<file path="src/rtl/ddr_port_arbiter.sv">
// Two-requester (conv=0, pool=1) arbiter sharing one DDR AXI port; read and write
// channels arbitrated independently, grant held per burst. `DDR_ARB_FIXED_PRIO_EN: ties go to conv.
module ddr_port_arbiter #(
  parameter int ADDR_W = 28,
  parameter int DATA_W = 256,
  parameter int LEN_W  = 4,
  parameter int ID_W   = 4
) (
  input  logic                clk,
  input  logic                rst_n,
  input  logic                ddr_init_done,
  // requester 0 (conv)
  input  logic                r0_arvalid,
  input  logic [ADDR_W-1:0]   r0_araddr,
  input  logic [LEN_W-1:0]    r0_arlen,
  input  logic [ID_W-1:0]     r0_arid,
  input  logic                r0_arap,
  output logic                r0_arready,
  output logic                r0_rvalid,
  output logic                r0_rlast,
  output logic [DATA_W-1:0]   r0_rdata,
  input  logic                r0_awvalid,
  input  logic [ADDR_W-1:0]   r0_awaddr,
  input  logic [LEN_W-1:0]    r0_awlen,
  input  logic [ID_W-1:0]     r0_awid,
  input  logic                r0_awap,
  output logic                r0_awready,
  input  logic [DATA_W-1:0]   r0_wdata,
  input  logic [DATA_W/8-1:0] r0_wstrb,
  output logic                r0_wready,
  output logic                r0_wlast,
  // requester 1 (pool)
  input  logic                r1_arvalid,
  input  logic [ADDR_W-1:0]   r1_araddr,
  input  logic [LEN_W-1:0]    r1_arlen,
  input  logic [ID_W-1:0]     r1_arid,
  input  logic                r1_arap,
  output logic                r1_arready,
  output logic                r1_rvalid,
  output logic                r1_rlast,
  output logic [DATA_W-1:0]   r1_rdata,
  input  logic                r1_awvalid,
  input  logic [ADDR_W-1:0]   r1_awaddr,
  input  logic [LEN_W-1:0]    r1_awlen,
  input  logic [ID_W-1:0]     r1_awid,
  input  logic                r1_awap,
  output logic                r1_awready,
  input  logic [DATA_W-1:0]   r1_wdata,
  input  logic [DATA_W/8-1:0] r1_wstrb,
  output logic                r1_wready,
  output logic                r1_wlast,
  // DDR controller port
  output logic                axi_arvalid,
  output logic [ADDR_W-1:0]   axi_araddr,
  output logic [LEN_W-1:0]    axi_arlen,
  output logic [ID_W-1:0]     axi_aruser_id,
  output logic                axi_aruser_ap,
  input  logic                axi_arready,
  input  logic                axi_rvalid,
  input  logic                axi_rlast,
  input  logic [ID_W-1:0]     axi_rid,
  input  logic [DATA_W-1:0]   axi_rdata,
  output logic                axi_awvalid,
  output logic [ADDR_W-1:0]   axi_awaddr,
  output logic [LEN_W-1:0]    axi_awlen,
  output logic [ID_W-1:0]     axi_awuser_id,
  output logic                axi_awuser_ap,
  input  logic                axi_awready,
  output logic [DATA_W-1:0]   axi_wdata,
  output logic [DATA_W/8-1:0] axi_wstrb,
  input  logic                axi_wready,
  input  logic                axi_wusero_last,
  input  logic [ID_W-1:0]     axi_wusero_id
);

  typedef enum logic [1:0] {
    IDLE = 2'd0,
    ADDR = 2'd1,
    DATA = 2'd2
  } ch_state_e;

  ch_state_e       rd_state_q, rd_state_d, wr_state_q, wr_state_d;
  logic            rd_owner_q, rd_owner_d, wr_owner_q, wr_owner_d;
  logic [ID_W-1:0] rd_id_q, rd_id_d, wr_id_q, wr_id_d;
  logic            rd_tie, wr_tie;
  logic            rd_req_v, wr_req_v;
  logic            unused_ok;

`ifdef DDR_ARB_FIXED_PRIO_EN
  assign rd_tie = 1'b0;
  assign wr_tie = 1'b0;
`else
  logic rd_last_q, rd_last_d, wr_last_q, wr_last_d;
  assign rd_tie = ~rd_last_q;
  assign wr_tie = ~wr_last_q;
`endif

  // Address/data muxes follow the owner register even when idle.
  assign axi_araddr    = rd_owner_q ? r1_araddr : r0_araddr;
  assign axi_arlen     = rd_owner_q ? r1_arlen  : r0_arlen;
  assign axi_aruser_id = rd_owner_q ? r1_arid   : r0_arid;
  assign axi_aruser_ap = rd_owner_q ? r1_arap   : r0_arap;
  assign axi_awaddr    = wr_owner_q ? r1_awaddr : r0_awaddr;
  assign axi_awlen     = wr_owner_q ? r1_awlen  : r0_awlen;
  assign axi_awuser_id = wr_owner_q ? r1_awid   : r0_awid;
  assign axi_awuser_ap = wr_owner_q ? r1_awap   : r0_awap;
  assign axi_wdata     = wr_owner_q ? r1_wdata  : r0_wdata;
  assign axi_wstrb     = wr_owner_q ? r1_wstrb  : r0_wstrb;
  assign r0_rdata      = axi_rdata;
  assign r1_rdata      = axi_rdata;
  assign rd_req_v      = rd_owner_q ? r1_arvalid : r0_arvalid;
  assign wr_req_v      = wr_owner_q ? r1_awvalid : r0_awvalid;

  assign unused_ok = ^{axi_wusero_id, wr_id_q};

  always_comb begin
    rd_state_d  = rd_state_q;
    rd_owner_d  = rd_owner_q;
    rd_id_d     = rd_id_q;
`ifndef DDR_ARB_FIXED_PRIO_EN
    rd_last_d   = rd_last_q;
`endif
    axi_arvalid = 1'b0;
    r0_arready  = 1'b0;
    r1_arready  = 1'b0;
    r0_rvalid   = 1'b0;
    r1_rvalid   = 1'b0;
    r0_rlast    = 1'b0;
    r1_rlast    = 1'b0;
    case (rd_state_q)
      IDLE: begin
        if (ddr_init_done && (r0_arvalid || r1_arvalid)) begin
          rd_owner_d = (r0_arvalid && r1_arvalid) ? rd_tie : r1_arvalid;
          rd_state_d = ADDR;
        end
      end
      ADDR: begin
        axi_arvalid = rd_req_v;
        r0_arready  = ~rd_owner_q & axi_arready;
        r1_arready  = rd_owner_q & axi_arready;
        if (rd_req_v && axi_arready) begin
          rd_id_d    = axi_aruser_id;
`ifndef DDR_ARB_FIXED_PRIO_EN
          rd_last_d  = rd_owner_q;
`endif
          rd_state_d = DATA;
        end
      end
      DATA: begin
        // Beats tagged with a foreign id are dropped, including their rlast.
        if (axi_rvalid && (axi_rid == rd_id_q)) begin
          r0_rvalid = ~rd_owner_q;
          r1_rvalid = rd_owner_q;
          r0_rlast  = ~rd_owner_q & axi_rlast;
          r1_rlast  = rd_owner_q & axi_rlast;
          if (axi_rlast) rd_state_d = IDLE;
        end
      end
      default: rd_state_d = IDLE;
    endcase
  end

  always_comb begin
    wr_state_d  = wr_state_q;
    wr_owner_d  = wr_owner_q;
    wr_id_d     = wr_id_q;
`ifndef DDR_ARB_FIXED_PRIO_EN
    wr_last_d   = wr_last_q;
`endif
    axi_awvalid = 1'b0;
    r0_awready  = 1'b0;
    r1_awready  = 1'b0;
    r0_wready   = 1'b0;
    r1_wready   = 1'b0;
    r0_wlast    = 1'b0;
    r1_wlast    = 1'b0;
    case (wr_state_q)
      IDLE: begin
        if (ddr_init_done && (r0_awvalid || r1_awvalid)) begin
          wr_owner_d = (r0_awvalid && r1_awvalid) ? wr_tie : r1_awvalid;
          wr_state_d = ADDR;
        end
      end
      ADDR: begin
        axi_awvalid = wr_req_v;
        r0_awready  = ~wr_owner_q & axi_awready;
        r1_awready  = wr_owner_q & axi_awready;
        if (wr_req_v && axi_awready) begin
          wr_id_d    = axi_awuser_id;
`ifndef DDR_ARB_FIXED_PRIO_EN
          wr_last_d  = wr_owner_q;
`endif
          wr_state_d = DATA;
        end
      end
      DATA: begin
        r0_wready = ~wr_owner_q & axi_wready;
        r1_wready = wr_owner_q & axi_wready;
        r0_wlast  = ~wr_owner_q & axi_wusero_last;
        r1_wlast  = wr_owner_q & axi_wusero_last;
        if (axi_wready && axi_wusero_last) wr_state_d = IDLE;
      end
      default: wr_state_d = IDLE;
    endcase
  end

  always_ff @(posedge clk or negedge rst_n) begin
    if (!rst_n) begin
      rd_state_q <= IDLE;
      wr_state_q <= IDLE;
      rd_owner_q <= 1'b0;
      wr_owner_q <= 1'b0;
      rd_id_q    <= '0;
      wr_id_q    <= '0;
`ifndef DDR_ARB_FIXED_PRIO_EN
      rd_last_q  <= 1'b1;
      wr_last_q  <= 1'b1;
`endif
    end else begin
      rd_state_q <= rd_state_d;
      wr_state_q <= wr_state_d;
      rd_owner_q <= rd_owner_d;
      wr_owner_q <= wr_owner_d;
      rd_id_q    <= rd_id_d;
      wr_id_q    <= wr_id_d;
`ifndef DDR_ARB_FIXED_PRIO_EN
      rd_last_q  <= rd_last_d;
      wr_last_q  <= wr_last_d;
`endif
    end
  end

endmodule

</file>
<file path="config.mk">
export PLATFORM = sky130hd
export DESIGN_NAME = ddr_port_arbiter
export DESIGN_NICKNAME = d
export VERILOG_FILES = /design/src/rtl/ddr_port_arbiter.sv
export SDC_FILE = /design/constraint.sdc
export NUM_CORES = 1
export LEC_CHECK = 0
export ABC_AREA = 1
export CAP_MARGIN = 5
export CORE_AREA = 2 2 736 738
export CTS_CLUSTER_DIAMETER = 200
export DETAILED_ROUTE_END_ITERATION = 6
export DIE_AREA = 0 0 738 740
export GPL_ROUTABILITY_DRIVEN = 1
export SKIP_LAST_GASP = 1
export SLEW_MARGIN = 20
export SYNTH_ARGS = -nofsm -noshare
export SYNTH_HDL_FRONTEND = slang
export SYNTH_SLANG_ARGS = --single-unit
</file>
<file path="constraint.sdc">
create_clock -name clk -period 1.16 [get_ports clk]
set_input_delay 0.232 -clock clk [delete_from_list [all_inputs] [get_ports clk]]
set_output_delay 0.232 -clock clk [all_outputs]
set_load 0.02 [all_outputs]
</file>
==> summary.txt, run 1 <==
Outcome
  – Status: complete, but fails checks
  – Failing checks: negative setup slack

Power and ir drop
  – Clock group share of total power: 1.3%
  – Power per Cell Area: 2060 mW/mm^2
  – Peak supply drop: 0.000994 V
  – Pwr Total: 66.0 mW
  – Total leakage power: 11.0 nW
  – P_sw: 38.5 mW
  – Combinational fraction of design power: 97.5%
  – Switching power share of the total: 58.3%
  – Int Pwr: 27.5 mW
  – Sequential power share: 1.2%

Setup path
  – Crit Path Max Fanout: 7
  – Crit path max-delay family: buffers and inverters
  – Crit path from: wr_owner_q
  – Crit path cell chain: buf_16, buf_12, buf_16, buf_12, nand2_8, nand2_4, buf_12
  – Reg-to-reg startpoint: wr_owner_q
  – WP depth: 7
  – Slowest CP cell: dfrtp_4
  – Worst r2r path cells: 4
  – Crit path largest cell delay: 510 ps
  – Worst Path Required: 930 ps
  – Critical Path End Type: output port
  – Worst reg2reg setup slack: -1020 ps
  – Crit Path Class: reg -> out
  – Arrival time worst endpoint: 2030 ps
  – Most used cell, CP: buf_12
  – CP Launch Type: flop
  – Crit path buffers/inverters: 5

STA
  – Final Max Tran Viols: 0
  – Unrepaired setup endpoints after global routing: true
  – Final WS setup: -1100 ps
  – Slew HR: 26.3%
  – Clock Skew: 26.1 ps
  – Setup Viol. Count Final: 388
  – Hold Vio Cnt, Final: 0
  – Worst hold slack: 320 ps
  – Period utilisation layout: 195%
  – Post-layout min period: 2260 ps
  – FMAX: 0.443 GHz
  – Least-Margin Pin Slew: 1100 ps
  – Setup total negative slack: -362990 ps

Route
  – Vias per Instance: 1.79
  – DRT Pass-1 Iters: 7
  – Vias: 17700
  – Final WL: 439000 um
  – DRT antenna net count: 0
  – Remaining DRCs: 0
  – 1st-iter DRT viols: 1685
  – Post-DR wirelength/cell: 44.5 um

Place
  – Placed inst area: 0.0284 mm^2
  – DP HPWL: 415000 um
  – Placer congestion estimate: 1.30
  – Post-placement setup slack: -1560 ps
  – Number of instances in the placed design: 9605
  – IO Port Bufs: 1116

Logic synthesis
  – Synth top area cells: nand2_1 46%, buf_4 43%, buf_2 4.1%, dfrtp_1 2.8%, inv_1 1.2%
  – Number of warnings issued by yosys: 0
  – Simple-gate share of the synthesized area: 47.5%
  – Post-synthesis register bit count: 12
  – Mux cell area share after synthesis: 0%
  – Syn nets: 2794
  – Top_reg_cell synth: dfrtp_1
  – Compound-cell area share of the yosys netlist: 1.07%
  – Cells after Synth: 1793
  – Post-synthesis sequential area ratio: 3.33%
  – Synth unique cells: 22
  – Mapped Area: 0.00909 mm^2
  – Combinational family with the most area after synthesis: buffers and inverters
  – Mean Syn Cell Area: 5.07 um^2
  – Post-synth EDFFs: 0
  – Biggest area consumer among synthesized cells: nand2_1
  – Async SR Flop Fraction: 100%
  – Xor-xnor portion of the synthesized cell area: 0%
  – Post-Synth Adder-Cell Area: 0%
  – Synth top area share: 45.8%

Clock network
  – Worst-Skew Late Latency: 290 ps
  – Total CTS buffers: 3
  – CTS Buffer Depth: 2
  – H-tree level count: 1
  – TritonCTS Sinks: 12
  – Clk root buf: clkbuf_16
  – CTS tree: yes
  – Clk slew on worst S/H paths: 90 ps

Floorplanning
  – Die footprint: 0.546 mm^2
  – Die Y: 740 um
  – DIE WIDTH: 738 um
  – Starting Density: 1.69%
  – # rows: 270
  – I/O pin count: 1889
  – Core footprint: 0.539 mm^2

Layout
  – Layout area overhead: 253%
  – Finished Layout Cells: 9864
  – Fill count: 63400
  – Layout Utilization: 5.95%
  – Area taken by multi-input logic gates: 0.00643 mm^2
  – Final Net Count: 3475
  – FF/Latch Area: 307 um^2
  – Final Instance Area: 0.0321 mm^2
  – Fraction of layout cells with a size suffix above 1: 36.7%

Min path
  – Hold WC Path Type: in -> async

Global routing
  – Overflow after GRT: 0
  – Vias in the first global route: 15200
  – First-pass GRT wire length: 464000 um
  – Antenna violations before repair: 372
  – Largest net degree at the start of global routing: 53
  – Total Routing Usage GR: 15.2%

Job
  – Max cap viols: 0
==> cells in the final DEF (no fill, tap or decap), types with 32 or more instances in the layout <==
cell type / synthesis / routed
nand2_4: 0 / 97
buf_6: 1 / 57
nand2_1: 1110 / 726
buf_4: 515 / 76
clkdlybuf4s15_2: 0 / 51
clkdlybuf4s50_1: 0 / 771
buf_12: 0 / 247
nand2_2: 1 / 256
diode_2: 0 / 183
nand2_8: 0 / 32
==> repair_timing <==
| item | CTS | global route |
|---|---|---|
| endpoints found under the setup margin | 388 | 388 |
| gates resized for setup | 622 | 338 |
| hold buffers | 0 | 0 |
| setup buffers | 29 | 23 |
| gates cloned | 11 | 14 |
| pin swaps | 16 | 41 |
==> Yosys cell counts, types with 2 or more instances <==
cell type / number
inv_1: 30
nand2_1: 1110
o21ai_0: 8
nand3_1: 3
buf_4: 515
dfrtp_1: 10
nor3_1: 9
o21ai_1: 5
dfstp_2: 2
clkbuf_1: 2
a21oi_1: 2
buf_2: 75
nor2_1: 13
==> state kept, by name (all words and copies together), names as in the netlist <==
name        count
wr_last_q       1
rd_state_q      2
rd_owner_q      1
wr_state_q      2
rd_id_q         4
wr_owner_q      1
rd_last_q       1
==> logic make-up after synthesis <==
kind of cell / after synthesis
AND/OR/NAND/NOR: 1139
buffers and inverters: 624
flip-flops: 12
AO/OA/AOI/OAI: 18
==> power groups by stage <==
| stage | sequential, mW | combinational, mW | clock [mW] |
|---|---|---|---|
| after floorplan | 0.741 | 18.8 | 0 |
| after global placement | 0.775 | 56.5 | 0 |
| after detailed placement | 0.786 | 56.8 | 0 |
| after CTS | 0.790 | 61.7 | 0.909 |
| after global routing | 0.809 | 68.3 | 0.923 |
| final | 0.790 | 64.4 | 0.854 |
==> worst paths after layout <==
check / endpoint
setup / recovery: axi_wstrb[4]
hold / removal: rd_state_q[0]
setup reg to reg: wr_owner_q
hold reg to reg: rd_last_q
max in group asynchronous: wr_owner_q
min in group clk: r0_rdata[13]
==> routing by layer <==
layer | GRT usage [%] | wire length (um)
met1 | 11.1 | 113000
met5 | 0.829 | 2250
met3 | 22.3 | 135000
met2 | 21.1 | 173000
met4 | 5.17 | 16500
==> cell type report <==
class,instances,share of cell area [%]
repair buffers,1268,48.7
repair inverters,1,0.0624
multi-input cells,1157,20.0
inverters,31,0.445
diodes,183,1.43
flip-flops and latches,12,0.956
well taps,7208,28.1
clock buffers,4,0.246
No activity file was read; power rests on OpenSTA's default activity.
==> run 2, diff against run 1 <==
CORE_AREA = 2 2 731 733   (was 2 2 736 738)
DIE_AREA = 0 0 733 735   (was 0 0 738 740)
DONT_BUFFER_PORTS = 1   (was not set)
==> run 2 against run 1 <==
The flow finishes with violations (design-rule violations, negative setup slack). Clock power decreased by 0.9%. Hold slack got worse by 180 ps. Total power decreased by 13%. Flip-flop and latch count unchanged. Core utilization decreased by 1.9 points. Routed wire length decreased by 0.54%. Design area decreased by 33%. Global-route usage increased by 0.20 points. Worst setup slack improved by 78 ps. Sequential power increased by 2%. Largest power group unchanged.
==> summary.txt, run 2 (same netlist as run 1, synthesis figures left out) <==
Outcome
  – Status: complete, but fails checks
  – Failing checks: design-rule violations, negative setup slack

Setup path
  – Crit Path Max Fanout: 8 (+1)
  – Reg-to-reg startpoint: wr_owner_q
  – Crit Path Class: reg -> out
  – Slowest CP cell: dfrtp_4
  – Critical Path End Type: output port
  – Most used cell, CP: buf_12
  – Worst r2r path cells: 5 (+1)
  – Arrival time worst endpoint: 1950 ps (-80 ps)
  – Crit path cell chain: buf_12, clkinv_16, buf_12, nand2_1, nand2_2, buf_12
  – Crit path buffers/inverters: 4 (-1)
  – Worst reg2reg setup slack: -860 ps (+160 ps)
  – Crit path max-delay family: buffers and inverters
  – CP Launch Type: flop
  – Worst Path Required: 930 ps (about the same)
  – Crit path largest cell delay: 520 ps (about the same)
  – R2r endpoint: wr_owner_q

Clock network
  – Clk slew on worst S/H paths: 70 ps (-20 ps)
  – CTS tree: yes
  – H-tree level count: 1 (unchanged)
  – CTS Buffer Depth: 2 (unchanged)
  – Worst-Skew Late Latency: 270 ps (-20 ps)
  – Clk root buf: clkbuf_16
  – Total CTS buffers: 3 (unchanged)
  – TritonCTS Sinks: 12 (unchanged)

Power and ir drop
  – Clock group share of total power: 1.5% (+0.2 points)
  – Combinational fraction of design power: 97.1% (-0.4 points)
  – Total leakage power: 6.83 nW (-38%)
  – Peak supply drop: 0.00111 V (+12%)
  – P_sw: 36.6 mW (-4.8%)
  – Sequential power share: 1.4% (+0.2 points)
  – Switching power share of the total: 64.1% (+5.8 points)
  – Power per Cell Area: 2650 mW/mm^2 (+29%)
  – Int Pwr: 20.5 mW (-26%)
  – Pwr Total: 57.1 mW (-13%)

Floorplanning
  – Core footprint: 0.531 mm^2 (-1.4%)
  – Starting Density: 1.71% (+0.024 points)
  – I/O pin count: 1889 (unchanged)
  – Die footprint: 0.539 mm^2 (-1.3%)
  – Die Y: 735 um (-0.68%)
  – DIE WIDTH: 733 um (-0.68%)
  – # rows: 268 (-0.74%)

STA
  – Post-layout min period: 2180 ps (-78.2 ps)
  – Setup total negative slack: -319800 ps (+43180 ps)
  – Least-Margin Pin Slew: 905 ps (-193 ps)
  – Period utilisation layout: 188% (-6.7 points)
  – Clock Skew: 11.3 ps (-14.8 ps)
  – Final Max Tran Viols: 0 (unchanged)
  – Unrepaired setup endpoints after global routing: true
  – Slew HR: 39.5% (+13 points)
  – Setup Viol. Count Final: 388 (unchanged)
  – Hold Vio Cnt, Final: 0 (unchanged)
  – Final WS setup: -1020 ps (+78.2 ps)
  – FMAX: 0.459 GHz (+3.6%)

Layout
  – Max reg flops: 4 (unchanged)
  – Most frequent cells in the layout: 850 x nand2_1, 227 x buf_12, 176 x nand2_2
  – Fraction of layout cells with a size suffix above 1: 40.1% (+3.4 points)
  – Finished Layout Cells: 8696 (-12%)
  – Regs by FF count: rd_id_q (4), rd_state_q (2), wr_state_q (2)
  – Most common cell after layout, fill and taps aside: nand2_1
  – Final Net Count: 2537 (-27%)
  – Layout area overhead: 137%
  – Fill count: 63300 (-0.30%)
  – Largest register by flop count: rd_id_q

Route
  – DRT Pass-1 Iters: 7 (unchanged)
  – Vias: 13700 (-23%)
  – 1st-iter DRT viols: 1268 (-25%)
  – Final WL: 437000 um (-0.54%)
  – Post-DR wirelength/cell: 50.2 um (+13%)
  – Remaining DRCs: 19 (+19)
  – Vias per Instance: 1.57 (-12%)
  – DRT antenna net count: 0 (unchanged)

Global routing
  – Antenna violations before repair: 351 (-5.6%)
  – Largest net degree at the start of global routing: 53 (unchanged)
  – Total Routing Usage GR: 15.4% (+0.20 points)
  – First-pass GRT wire length: 460000 um (-0.92%)
  – Overflow after GRT: 0 (unchanged)
  – Vias in the first global route: 11300 (-26%)

Place
  – DP HPWL: 412000 um (-0.78%)
  – IO Port Bufs: 0 (-100%)
  – Post-placement setup slack: -1320 ps (+238 ps)
  – Number of instances in the placed design: 8497 (-12%)
  – Placer congestion estimate: 1.29 (-0.65%)

Min path
  – Hold_sp: r1_arvalid
  – Hold WC Path Type: in -> reg
  – Hold Path Cell Cnt: 2
  – Hold EP: rd_owner_q

Job
  – Max cap viols: 0 (unchanged)
## run 2: cell types whose count changed in the layout (fill, tap and decap cells not counted), moves of 3 or more
| cell | change |
|---|---|
| buf_6 | -51 |
| clkdlybuf4s50_1 | -771 |
| nand2_8 | -16 |
| buf_16 | +3 |
| nand2_2 | -80 |
| clkdlybuf4s15_2 | -51 |
| buf_4 | -25 |
| nand2_4 | -28 |
| nand2_1 | +124 |
| buf_2 | -20 |
| buf_12 | -20 |
| clkbuf_16 | -3 |
| buf_8 | -3 |
| diode_2 | -42 |
## run 2: worst register-to-register path: stages, from the launching register on
cell,delay (ps)
dfrtp_4,520
buf_12,170
clkinv_16,110
buf_12,200
clkbuf_16,200
o21ai_0,630
## run 2: stage by stage
stage,utilization [%],hold slack (ps),cell area (um^2)
2_1_floorplan,-,-63.6,9620
3_3_place_gp,3.58,-60.3,19000
3_5_place_dp,3.58,-60.4,19000
4_1_cts,3.89,127,20600
5_1_grt,4.03,146,21400
6_report,4.06,136,21500
## run 2: worst max path at each step
stage / to / cells past startpoint / from
floorplan: axi_wdata[213] / 6 / wr_owner_q
finish: axi_wdata[101] / 6 / wr_owner_q
global route: axi_wdata[112] / 9 / wr_owner_q
detailed placement: axi_wdata[237] / 5 / wr_owner_q
global placement: axi_wdata[237] / 5 / wr_owner_q
CTS: axi_wdata[147] / 7 / wr_owner_q
## run 2: repair_timing
action,in CTS,in global routing
hold endpoints to repair,12,0
pin swaps,14,13
resized for setup,198,92
cloned,20,10
endpoints found under the setup margin,387,398
hold buffers,1,0
buffers inserted,20,8
## run 2: area by class of cell
cell class / count / area [um^2] / area share (%)
antenna: 141 / 353 / 1.64
clock buffer: 4 / 88.8 / 0.412
inverter: 31 / 143 / 0.662
multi-input combinational: 1157 / 5730 / 26.6
sequential: 12 / 307 / 1.42
tap: 7020 / 8780 / 40.8
timing repair buffer: 327 / 6050 / 28.1
timing repair inverter: 4 / 81.3 / 0.378
## run 2: routing by layer
layer  global-route usage [%]  vias to the layer above  share of wire (%)
met5                    0.432                        -               0.40
met3                     22.0                      776                 30
met4                     5.83                      136                3.9
met2                     21.8                     2709                 40
met1                     11.1                     5547                 25
li1                         -                     4499                  -
## run 2: power by group through the flow
stage / Combinational (mW) / Clock, mW / Sequential (mW)
after floorplan: 18.8 / 0 / 0.741
final: 55.5 / 0.846 / 0.807
after detailed placement: 49.7 / 0 / 0.875
after global placement: 49.5 / 0 / 0.871
after global routing: 58.9 / 0.904 / 0.847
after CTS: 56.1 / 0.894 / 0.813
==> run 3, diff against run 2 <==
CTS_CLUSTER_DIAMETER = not set   (was 200)
clock period = 2.4 ns   (was 1.16 ns; I/O delays follow)
==> run 3 against run 2 <==
The run still ends with design-rule violations, negative setup slack left. Via count rose by 1.1%. Critical path type unchanged. Critical path depth fell by 1. Flip-flop and latch count did not move. Count of clock-buffer cells in the layout did not move. Worst setup slack improved by 780 ps. First-iteration DRC count rose by 11%. Die area did not move. Clock skew fell by 6.5 ps. Sequential share of layout area barely moved.
==> summary.txt, run 3 (same netlist as run 1, synthesis figures left out) <==
STA
  – Unrepaired setup endpoints after global routing: true
  – FMAX: 0.379 GHz
  – Period utilisation layout: 110%
  – Hold Vio Cnt, Final: 0 (unchanged)
  – Setup total negative slack: -5300 ps (+314500 ps)
  – Clock Skew: 4.82 ps (-6.53 ps)
  – Least-Margin Pin Slew: 603 ps (-302 ps)
  – Slew HR: 59.8% (+20 points)
  – Final WS setup: -239 ps (+782 ps)
  – Final Max Tran Viols: 0 (unchanged)
  – Setup Viol. Count Final: 83 (-79%)
  – Post-layout min period: 2640 ps

Clock network
  – Clk root buf: clkbuf_16
  – Total CTS buffers: 3 (unchanged)
  – H-tree level count: 1 (unchanged)
  – CTS Buffer Depth: 2 (unchanged)
  – Worst-Skew Late Latency: 250 ps (-20 ps)
  – TritonCTS Sinks: 12 (unchanged)
  – Clk slew on worst S/H paths: 50 ps (-20 ps)
  – CTS tree: yes

Setup path
  – Critical Path End Type: output port
  – Crit Path Max Fanout: 42 (+34)
  – Crit path cell chain: buf_4, buf_12, buf_12, nand2_1, nand2_2
  – Worst r2r path cells: 8 (+3)
  – Slowest CP cell: dfrtp_4
  – Crit path largest cell delay: 480 ps (-40 ps)
  – Arrival time worst endpoint: 2160 ps (+210 ps)
  – CP Launch Type: flop
  – Most used cell, CP: buf_12
  – Worst reg2reg setup slack: 700 ps (+1560 ps)
  – Crit Path Class: reg -> out
  – Reg-to-reg startpoint: rd_owner_q
  – Worst Path Required: 1920 ps (+990 ps)
  – R2r endpoint: rd_id_q[2]

Layout
  – Most frequent cells in the layout: 889 x nand2_1, 241 x buf_12, 189 x nand2_2
  – Fill count: 63200 (-0.082%)
  – Largest register by flop count: rd_id_q
  – Fraction of layout cells with a size suffix above 1: 37.2% (-2.9 points)
  – Layout area overhead: 133%
  – FF/Latch Area: 307 um^2 (unchanged)
  – Area taken by multi-input logic gates: 0.00519 mm^2 (-9.5%)
  – Max reg flops: 4 (unchanged)
  – Layout Utilization: 3.98% (-0.073 points)
  – Regs by FF count: rd_id_q (4), rd_state_q (2), wr_state_q (2)
  – Final Net Count: 2540 (+0.12%)
  – Most common cell after layout, fill and taps aside: nand2_1

Power and ir drop
  – Sequential power share: 1.5% (about the same)
  – Clock group share of total power: 1.3% (-0.2 points)
  – Combinational fraction of design power: 97.2% (about the same)
  – Switching power share of the total: 63.9% (-0.26 points)
  – Power per Cell Area: 1240 mW/mm^2 (-53%)
  – Int Pwr: 9.46 mW (-54%)
  – P_sw: 16.7 mW (-54%)
  – Peak supply drop: 0.000700 V (-37%)
  – Total leakage power: 6.66 nW (-2.6%)

Place
  – DP HPWL: 409000 um (-0.69%)
  – IO Port Bufs: 0 (unchanged)
  – Placer congestion estimate: 1.56 (+21%)

Floorplanning
  – Starting Density: 1.71% (unchanged)
  – # rows: 268 (unchanged)
  – Core footprint: 0.531 mm^2 (unchanged)
  – Die Y: 735 um (unchanged)
  – DIE WIDTH: 733 um (unchanged)
  – Die footprint: 0.539 mm^2 (unchanged)
  – I/O pin count: 1889 (unchanged)

Global routing
  – Antenna violations before repair: 316 (-10%)
  – Vias in the first global route: 11100 (-2.0%)
  – Largest net degree at the start of global routing: 43 (-19%)
  – First-pass GRT wire length: 456000 um (-0.89%)
  – Overflow after GRT: 0 (unchanged)
  – Total Routing Usage GR: 15.3% (-0.15 points)

Route
  – Vias: 13800 (+1.1%)
  – 1st-iter DRT viols: 1407 (+11%)
  – Final WL: 432000 um (-1.0%)
  – Remaining DRCs: 32 (+13)
  – Post-DR wirelength/cell: 49.1 um (-2.2%)
  – DRT Pass-1 Iters: 6 (-1)
  – Vias per Instance: 1.57 (about the same)
  – DRT antenna net count: 0 (unchanged)

Job
  – Max cap viols: 0 (unchanged)

Outcome
  – Status: complete, but fails checks
  – Failing checks: design-rule violations, negative setup slack

Min path
  – Hold WC Path Type: in -> async
run 3: cell types whose count changed in the layout (fill, tap and decap cells not counted), sizes merged:
cell | previous run | this run
bufbuf | 5 | 2
inv | 33 | 31
buf | 312 | 322
clkinv | 2 | 1
diode | 141 | 239
clkbuf | 13 | 12
run 3: layer usage:
metal | GRT usage, % | share of wire [%] | wire, um
met5 | 0.882 | 0.29 | 1240
met3 | 21.6 | 30 | 129000
met4 | 6.95 | 5.0 | 21700
met2 | 20.8 | 39 | 167000
met1 | 11.3 | 26 | 113000
run 3: worst max-delay path: cells and delay by family (launching register included):
kind,cells,cell delay (ps)
flops,1,480
buf+inv,3,640
simple gates,2,550
run 3: worst max-delay path by stage:
stage	startpoint	end	slack, ps	cells past startpoint
2_1_floorplan	axi_rid[3]	r1_rlast	590	6
3_3_place_gp	wr_owner_q	axi_awaddr[9]	-30	7
3_5_place_dp	wr_owner_q	axi_awaddr[9]	-50	7
4_1_cts	wr_owner_q	axi_wdata[55]	-110	8
5_1_grt	wr_owner_q	axi_wdata[35]	-100	6
6_report	wr_owner_q	axi_wdata[145]	-240	5
run 3: through the flow:
step | instance area, um^2 | setup slack [ps] | instances | power, mW | hold slack (ps)
after floorplan | 9090 | 585 | 1793 | 8.85 | 184
after global placement | 19000 | -33.8 | 8516 | 23.8 | 186
after detailed placement | 19000 | -53.8 | 8516 | 23.9 | 185
after CTS | 20100 | -110 | 8542 | 25.9 | 73.3
after global routing | 20800 | -103 | 8648 | 27.4 | 71.6
final | 21200 | -239 | 8797 | 26.2 | 70.9
run 3: cell type report:
class	count	area share (%)
timing repair inverter	1	0.0532
clock buffer	4	0.420
tap	7020	41.5
inverter	31	0.674
antenna	239	2.83
multi-input combinational	1157	24.5
timing repair buffer	333	28.5
sequential	12	1.45
run 3: repair_timing:
action,CTS,global route
pin swaps,8,3
buffers inserted,13,8
gates cloned,8,11
gates resized for setup,208,71
endpoints found under the setup margin,220,197
hold buffers,1,0
endpoints found under the hold margin,10,0
run 3: power groups by stage:
stage	combinational (mW)	sequential, mW	clock (mW)
floorplan	8.50	0.355	0
global placement	23.4	0.378	0
detailed placement	23.5	0.383	0
CTS	25.2	0.382	0.350
global route	26.7	0.387	0.355
finish	25.5	0.384	0.354
